<file path="src/rtl/div_core.sv">
// ============================================================================
//  Module   : div_core
//  Purpose  : Iterative radix-2 restoring divider (DIV/DIVU) with start/done
//             handshake, cancel support and sign fix-up of quotient/remainder.
//  Revision : 1.0 - initial release
// ============================================================================
`default_nettype none

module div_core #(
  parameter int WIDTH = 32
) (
  input  logic             clk,
  input  logic             rstn,
  input  logic             start,
  input  logic [WIDTH-1:0] op1,
  input  logic [WIDTH-1:0] op2,
  input  logic             sign_en,
  input  logic             cancel,
  output logic             busy,
  output logic             done,
  output logic [WIDTH-1:0] quot,
  output logic [WIDTH-1:0] rem
);

  localparam int              c_CW   = (WIDTH > 1) ? $clog2(WIDTH) : 1;
  localparam logic [c_CW-1:0] c_LAST = c_CW'(WIDTH - 1);

  typedef enum logic [1:0] {
    S_IDLE = 2'd0,
    S_CALC = 2'd1,
    S_FIX  = 2'd2
  } state_t;

  state_t           r_state;
  state_t           w_next;

  logic [c_CW-1:0]  r_cnt;
  logic [WIDTH-1:0] r_prem;
  logic [WIDTH-1:0] r_qd;
  logic [WIDTH-1:0] r_dvs;
  logic             r_neg_q;
  logic             r_neg_r;
  logic             r_zero;
  logic [WIDTH-1:0] r_quot;
  logic [WIDTH-1:0] r_rem;
  logic             r_done;

  logic             w_sa;
  logic             w_sb;
  logic [WIDTH-1:0] w_mag_a;
  logic [WIDTH-1:0] w_mag_b;
  logic [WIDTH:0]   w_shift;
  logic [WIDTH:0]   w_diff;
  logic             w_qbit;
  logic [WIDTH-1:0] w_fix_q;
  logic [WIDTH-1:0] w_fix_r;

  assign w_sa    = op1[WIDTH-1] & sign_en;
  assign w_sb    = op2[WIDTH-1] & sign_en;
  assign w_mag_a = w_sa ? -op1 : op1;
  assign w_mag_b = w_sb ? -op2 : op2;

  // Trial subtract runs over WIDTH+1 bits; the stored partial remainder is
  // always below the divisor, so WIDTH bits suffice between iterations.
  assign w_shift = {r_prem, r_qd[WIDTH-1]};
  assign w_diff  = w_shift - {1'b0, r_dvs};
  assign w_qbit  = ~w_diff[WIDTH];

  // On divide by zero r_qd carries the raw dividend instead of its magnitude.
  assign w_fix_q = r_zero ? {WIDTH{1'b1}} : (r_neg_q ? -r_qd : r_qd);
  assign w_fix_r = r_zero ? r_qd : (r_neg_r ? -r_prem : r_prem);

  always_ff @(posedge clk or negedge rstn) begin
    if (!rstn) begin
      r_state <= S_IDLE;
    end else begin
      r_state <= w_next;
    end
  end

  always_comb begin
    w_next = r_state;
    case (r_state)
      S_IDLE: begin
        if (start) begin
          w_next = (op2 == '0) ? S_FIX : S_CALC;
        end
      end
      S_CALC: begin
        if (cancel) begin
          w_next = S_IDLE;
        end else if (r_cnt == c_LAST) begin
          w_next = S_FIX;
        end
      end
      S_FIX:   w_next = S_IDLE;
      default: w_next = S_IDLE;
    endcase
  end

  always_ff @(posedge clk or negedge rstn) begin
    if (!rstn) begin
      r_cnt   <= '0;
      r_prem  <= '0;
      r_qd    <= '0;
      r_dvs   <= '0;
      r_neg_q <= 1'b0;
      r_neg_r <= 1'b0;
      r_zero  <= 1'b0;
      r_quot  <= '0;
      r_rem   <= '0;
      r_done  <= 1'b0;
    end else begin
      r_done <= 1'b0;
      case (r_state)
        S_IDLE: begin
          if (start) begin
            r_cnt   <= '0;
            r_prem  <= '0;
            r_zero  <= (op2 == '0);
            r_qd    <= (op2 == '0) ? op1 : w_mag_a;
            r_dvs   <= w_mag_b;
            r_neg_q <= w_sa ^ w_sb;
            r_neg_r <= w_sa;
          end
        end
        S_CALC: begin
          if (!cancel) begin
            r_prem <= w_qbit ? w_diff[WIDTH-1:0] : w_shift[WIDTH-1:0];
            r_qd   <= {r_qd[WIDTH-2:0], w_qbit};
            r_cnt  <= r_cnt + 1'b1;
          end
        end
        S_FIX: begin
          if (!cancel) begin
            r_quot <= w_fix_q;
            r_rem  <= w_fix_r;
            r_done <= 1'b1;
          end
        end
        default: ;
      endcase
    end
  end

  assign busy = (r_state != S_IDLE);
  assign done = r_done;
  assign quot = r_quot;
  assign rem  = r_rem;

endmodule

`default_nettype wire
</file>
<file path="config.mk">
export PLATFORM = sky130hd
export DESIGN_NAME = div_core
export DESIGN_NICKNAME = d
export VERILOG_FILES = /design/src/rtl/div_core.sv
export SDC_FILE = /design/constraint.sdc
export NUM_CORES = 1
export LEC_CHECK = 0
export BUFFER_PORTS_ARGS = -buffer_cell sky130_fd_sc_hd__clkbuf_2
export CORE_ASPECT_RATIO = 0.7
export CORE_MARGIN = 2
export CORE_UTILIZATION = 55
export DETAILED_ROUTE_END_ITERATION = 16
export PLACE_DENSITY = 0.76
export SYNTH_ARGS = -nofsm -noshare
export SYNTH_HDL_FRONTEND = slang
export SYNTH_SLANG_ARGS = --single-unit
</file>
<file path="constraint.sdc">
create_clock -name clk -period 7.52 [get_ports clk]
set_clock_uncertainty 0.05 [all_clocks]
set_input_delay 0.752 -clock clk [delete_from_list [all_inputs] [get_ports clk]]
set_output_delay 0.752 -clock clk [all_outputs]
set_load 0.03 [all_outputs]
</file>
# ---- After elaboration in Yosys (flattened, before gate mapping)
# Cells that the tools add are included.
dict set report classes {
  n_addsub 6
  mul 0
  div 0
  order_cmp 0
  eq_ne 6
  shifts 0
  mux 24
  bitwise 5
  reduce_logical 8
}
# cell count
set ops {}
lappend ops {{2-to-1 mux 32 bit} 12}
lappend ops {{negator 32 bit} 4}
lappend ops {{one-hot mux 32 bit (2 select lines)} 2}
lappend ops {{subtractor 33 x 32 -> 33 bit} 1}
lappend ops {{zero test 32 bit} 1}
lappend ops {{2-to-1 mux 5 bit} 2}
lappend ops {{one-hot mux 5 bit (2 select lines)} 1}
lappend ops {{2-to-1 mux 2 bit} 4}
lappend ops {{AND reduction 2 bit} 3}
lappend ops {{adder 5 x 1 -> 5 bit, second input constant} 1}
lappend ops {{equality test 5 bit, second input constant} 1}
lappend ops {{!= test 2 bit, second input constant} 2}
lappend ops {{one-hot mux 2 bit (2 select lines)} 1}
lappend ops {{nonzero test 2 bit} 2}
lappend ops {{!= test 3 bit, second input constant} 1}
lappend ops {{AND reduction 3 bit} 1}
lappend ops {{bitwise AND 1 bit} 2}
lappend ops {{equality test 2 x 1 -> 1 bit, second input constant} 1}
lappend ops {{equality test 2 bit, second input constant} 1}
lappend ops {{zero test 2 bit} 1}
lappend ops {{2-to-1 mux 1 bit} 2}
lappend ops {{NOT 1 bit} 2}
lappend ops {{XOR 1 bit} 1}
dict set report totals {
  regBits 171
  latch_bits 0
  mem_bits_rw 0
  mem_bits_ro 0
  output_inout_bits 66
  word_cells 60
  memories 0
}

# ---- Depth between registers and ports, before layout
dict set report depth {
  depth_word 5
  ltp_mapped 14
  mapped_depth_nobuf 12
}

# ---- Least setup slack after synthesis
# Ideal clock, no wire load.
dict set report synth_path {
  kind {input -> register}
  startpoint {input op1[12]}
  endpoint {register r_qd[29]}
  setup_time_ns 0.137
  arrival_ns 3.114
  required_ns 7.333
  setup_slack_ns 4.219
  path_stages 8
  n_path_buf 0
  cell_sequence {or4_4 or3_4 or3_1 or2_4 or4_4 o41ai_2 xor2_1 a21oi_1}
}
dict set report synth_via {
  elab_chain_len 5
}
# item line
set synth_rtl {}
lappend synth_rtl {{start: declaration} 15} ;# input logic [WIDTH-1:0] op1,
lappend synth_rtl {{negator 32 bit} 60} ;# assign w_mag_a = w_sa ? -op1 : op1;
lappend synth_rtl {{2-to-1 mux 32 bit} 60}
lappend synth_rtl {{2-to-1 mux 32 bit} 121} ;# r_qd <= (op2 == '0) ? op1 : w_mag_a;
lappend synth_rtl {{2-to-1 mux 32 bit} 117} ;# if (start) begin
lappend synth_rtl {{one-hot mux 32 bit (2 select lines)} 115} ;# case (r_state)
lappend synth_rtl {{end signal: assignment} 121}
lappend synth_rtl {{end signal: assignment} 130} ;# r_qd <= {r_qd[WIDTH-2:0], w_qbit};
lappend synth_rtl {{end: declaration} 39} ;# logic [WIDTH-1:0] r_qd;
# No other way between the ends. The select of a mux whose other input is x is not followed.
# A chain may end at the register's enable or synchronous reset.

# ---- Worst setup path in the final report
dict set report layout_path {
  startpoint {register r_qd[31]}
  endpoint {register r_prem[1]}
}
dict set report layout_via {
  elab_chain_len 4
}
# item line
set layout_rtl {}
lappend layout_rtl {{subtractor 33 x 32 -> 33 bit} 66} ;# assign w_diff = w_shift - {1'b0, r_dvs};
lappend layout_rtl {{2-to-1 mux 32 bit} 129} ;# r_prem <= w_qbit ? w_diff[WIDTH-1:0] : w_shift[WIDTH-1:0];
lappend layout_rtl {{2-to-1 mux 32 bit} 128} ;# if (!cancel) begin
lappend layout_rtl {{one-hot mux 32 bit (2 select lines)} 115}
lappend layout_rtl {{end signal: assignment} 129}
lappend layout_rtl {{end: declaration} 38} ;# logic [WIDTH-1:0] r_prem;
# No other way between the ends. The select of a mux whose other input is x is not followed.

==> results.toml <==
[timing]
finalWorstSetupSlack_ns = 3.546
rsz0062_at_grt = "no"
slew_headroom = 0.1742
period_minus_slack_ns = 3.974
clock.fmax_mhz = 251.7
slew_violations = 0
tightest_slew_ns = 1.237
finalHoldViolCount = 0
finalSetupViolCount = 0
setup_tns_ns = 0
fin_crit_sh = 0.5284

[critical_path]
cp.required_ns = 7.85
critPathArrivalTime_ns = 4.30
r2r_end = "r_prem[1]"
cp_max_fo = 28
ff2ff_path_depth = 13
cp-end-kind = "register"
crit_path_start_kind = "register"
rr_startpoint = "r_qd[31]"
path_class = "register to register"
r2r_slack_ns = 3.55

[routing]
wl_per_cell_um = 17.65
first_pass_iters = 5
antenna_left = 0
vias = 10390
viasPerCell = 6.014
drt_iter0_markers = 1081
routed_wl_mm = 30.50
drc = 0

[clock_network]
hold_buffers = 0
post_cts_buffers = 0
clock_sinks = 171
cts_tree = "yes"
clk_pin_slew_ns = 0.07
clock_latency_ns = 0.44
root_buffer = "clkbuf_16"
cts_buffer_depth = 2
postCtsResizedCells = 0
cts_buffers = 17
htree_num_levels = 4

[status]
status = "finished clean"

[die]
die_w_um = 175.0
io_pins = 135
core_um2 = 19960
rows = 43
die_area_um2 = 21640
initial_core_util = 0.5638
die_h_um = 123.7

[global_route]
grt_max_degree = 98
grt_pass1_wl_mm = 49.36
grt.total_usage = 0.2863
grt_pass1_vias = 9693
antenna_found_initial = 0
grt_overflow = 0

[yosys]
ys_seq_area_frac = 0.3802
synth_area_um2 = 11250
synth_cell_type_count = 61
syn-num-nets = 1462
postSynth.asyncResetShare = 1.000
syn_avg_cell_area_um2 = 8.312
synth-main-ff-cell = "dfrtp_1"
ys_warn_count = 0
synth_edf_count = 0
ys_ff_latch = 171
syn-instance-count = 1354

[layout]
antenna_cells = 0
area_growth_pct = 12.67
stdcell_area_um2 = 12680
stdcell_count = 1728
drive_gt1_frac = 0.1344
layout.nets = 1553

[placed_design]
gp_congestion = 0.8818
placed_area_um2 = 12110
dp_cells = 1696
preCtsSetupSlack_ns = 3.508
dp_hpwl_mm = 21.62
portBuffers = 134

[power]
power_density_nw_per_um2 = 226.7
leakage_uw = 0.005745
power.total_uw = 2875
peakVddDrop_v = 0.0001874

[min_path]
hold_class = "input pin to async pin"

[job]
maxCapViolCount = 0
layout by cell type, fill, tap and decap left out, types with 3 or more instances in the layout:
cell type,Yosys,final
o21a_1,5,5
nor2b_1,7,7
inv_8,0,3
nor2_1,111,109
nand3b_1,3,3
a31oi_1,8,8
or3_1,45,45
dfrtp_1,171,170
and2_1,3,3
a21o_1,12,12
xnor2_1,50,50
nand2_1,165,163
o21bai_1,3,3
a22o_1,4,4
a2bb2oi_1,3,3
or4_4,4,4
mux2i_1,31,31
o41ai_1,13,13
nand3_1,16,16
buf_4,0,10
xor2_1,99,98
ha_1,38,38
inv_6,0,7
o21ai_0,171,171
clkbuf_2,0,133
clkbuf_16,0,17
or4_1,15,15
nor3_1,16,16
and3_1,5,5
nand2b_1,7,7
a21oi_1,134,134
inv_1,55,55
nand4_1,8,8
o31ai_1,34,34
a211oi_1,3,3
nor4_1,4,4
o22ai_1,7,7
critical path: stages, from the launching register on:
cell and delay, ns:
dfrtp_1 0.36, inv_1 0.12, ha_1 0.26, fa_1 0.42, nor2b_1 0.20, o2111ai_1 0.15
a21oi_1 0.32, a21oi_1 0.17, a31o_2 0.25, a21oi_1 0.31, xor2_4 0.36, buf_4 0.48
mux2i_1 0.28, a22o_1 0.15
where the power goes:
group	switching [µW]	internal (µW)
logic	480	314
registers	166	1020
clock network	422	469
total	1070	1810
state kept, by name, indices dropped and copies added, names as in the netlist:
name / count
r_cnt: 5
r_dvs: 32
r_neg_q: 1
done: 1
r_prem: 32
rem: 32
quot: 32
r_neg_r: 1
r_qd: 32
r_state: 2
r_zero: 1
worst max path at each step:
stage               slack (ns)      from  cells after the start         end
global placement          3.68    op2[2]                     10     r_qd[2]
global route              3.32  r_qd[31]                     13  r_prem[23]
detailed placement        3.51    op2[2]                     10    r_qd[14]
floorplan                 4.22   op1[12]                      8    r_qd[29]
finish                    3.55  r_qd[31]                     13   r_prem[1]
CTS                       3.60  r_qd[31]                     13  r_prem[17]
synth_stat cells, types with 31 or more instances:
cell / number / area, µm²
dfrtp_1: 171 / 4279
mux2i_1: 31 / 310.3
xor2_1: 99 / 867.1
xnor2_1: 50 / 437.9
nor2_1: 111 / 416.7
a21oi_1: 134 / 670.6
o31ai_1: 34 / 255.2
clkbuf_1: 68 / 255.2
or3_1: 45 / 281.5
nand2_1: 165 / 619.3
o21ai_0: 171 / 855.8
ha_1: 38 / 475.5
inv_1: 55 / 206.5
per-layer routing:
layer,vias to the layer above,wire [µm],track usage
met5,-,0,0
met4,0,364,0.06458
met3,42,2044,0.04945
met2,407,13880,0.4538
met1,4992,14210,0.4140
li1,4951,-,-
logic make-up (layout without fill, tap and decap cells):
logic type	Yosys count	after routing	share of synthesized area
compound gates	420	420	0.2175
xor+xnor	149	149	0.1160
buf+inv	127	231	0.04269
flops	171	171	0.3802
fa+ha+maj	39	39	0.04402
simple gates	417	417	0.1721
mux	31	31	0.02757
stage by stage:
stage	utilization	hold WS, ns
floorplan	-	0.3953
global placement	0.6065	0.4052
detailed placement	0.6065	0.4170
CTS	0.6353	0.3975
global route	0.6353	0.4095
finish	0.6353	0.3257
final cells by class:
type / count / area (µm²)
Clock inverter: 15 / 150.1
Multi-Input combinational cell: 1056 / 6529
Timing Repair Buffer: 144 / 752.0
Clock buffer: 17 / 425.4
Fill cell: 1767 / 7279
Sequential cell: 171 / 4280
Tap cell: 270 / 337.8
Inverter: 55 / 206.4
(Power assumes the default switching activity.)
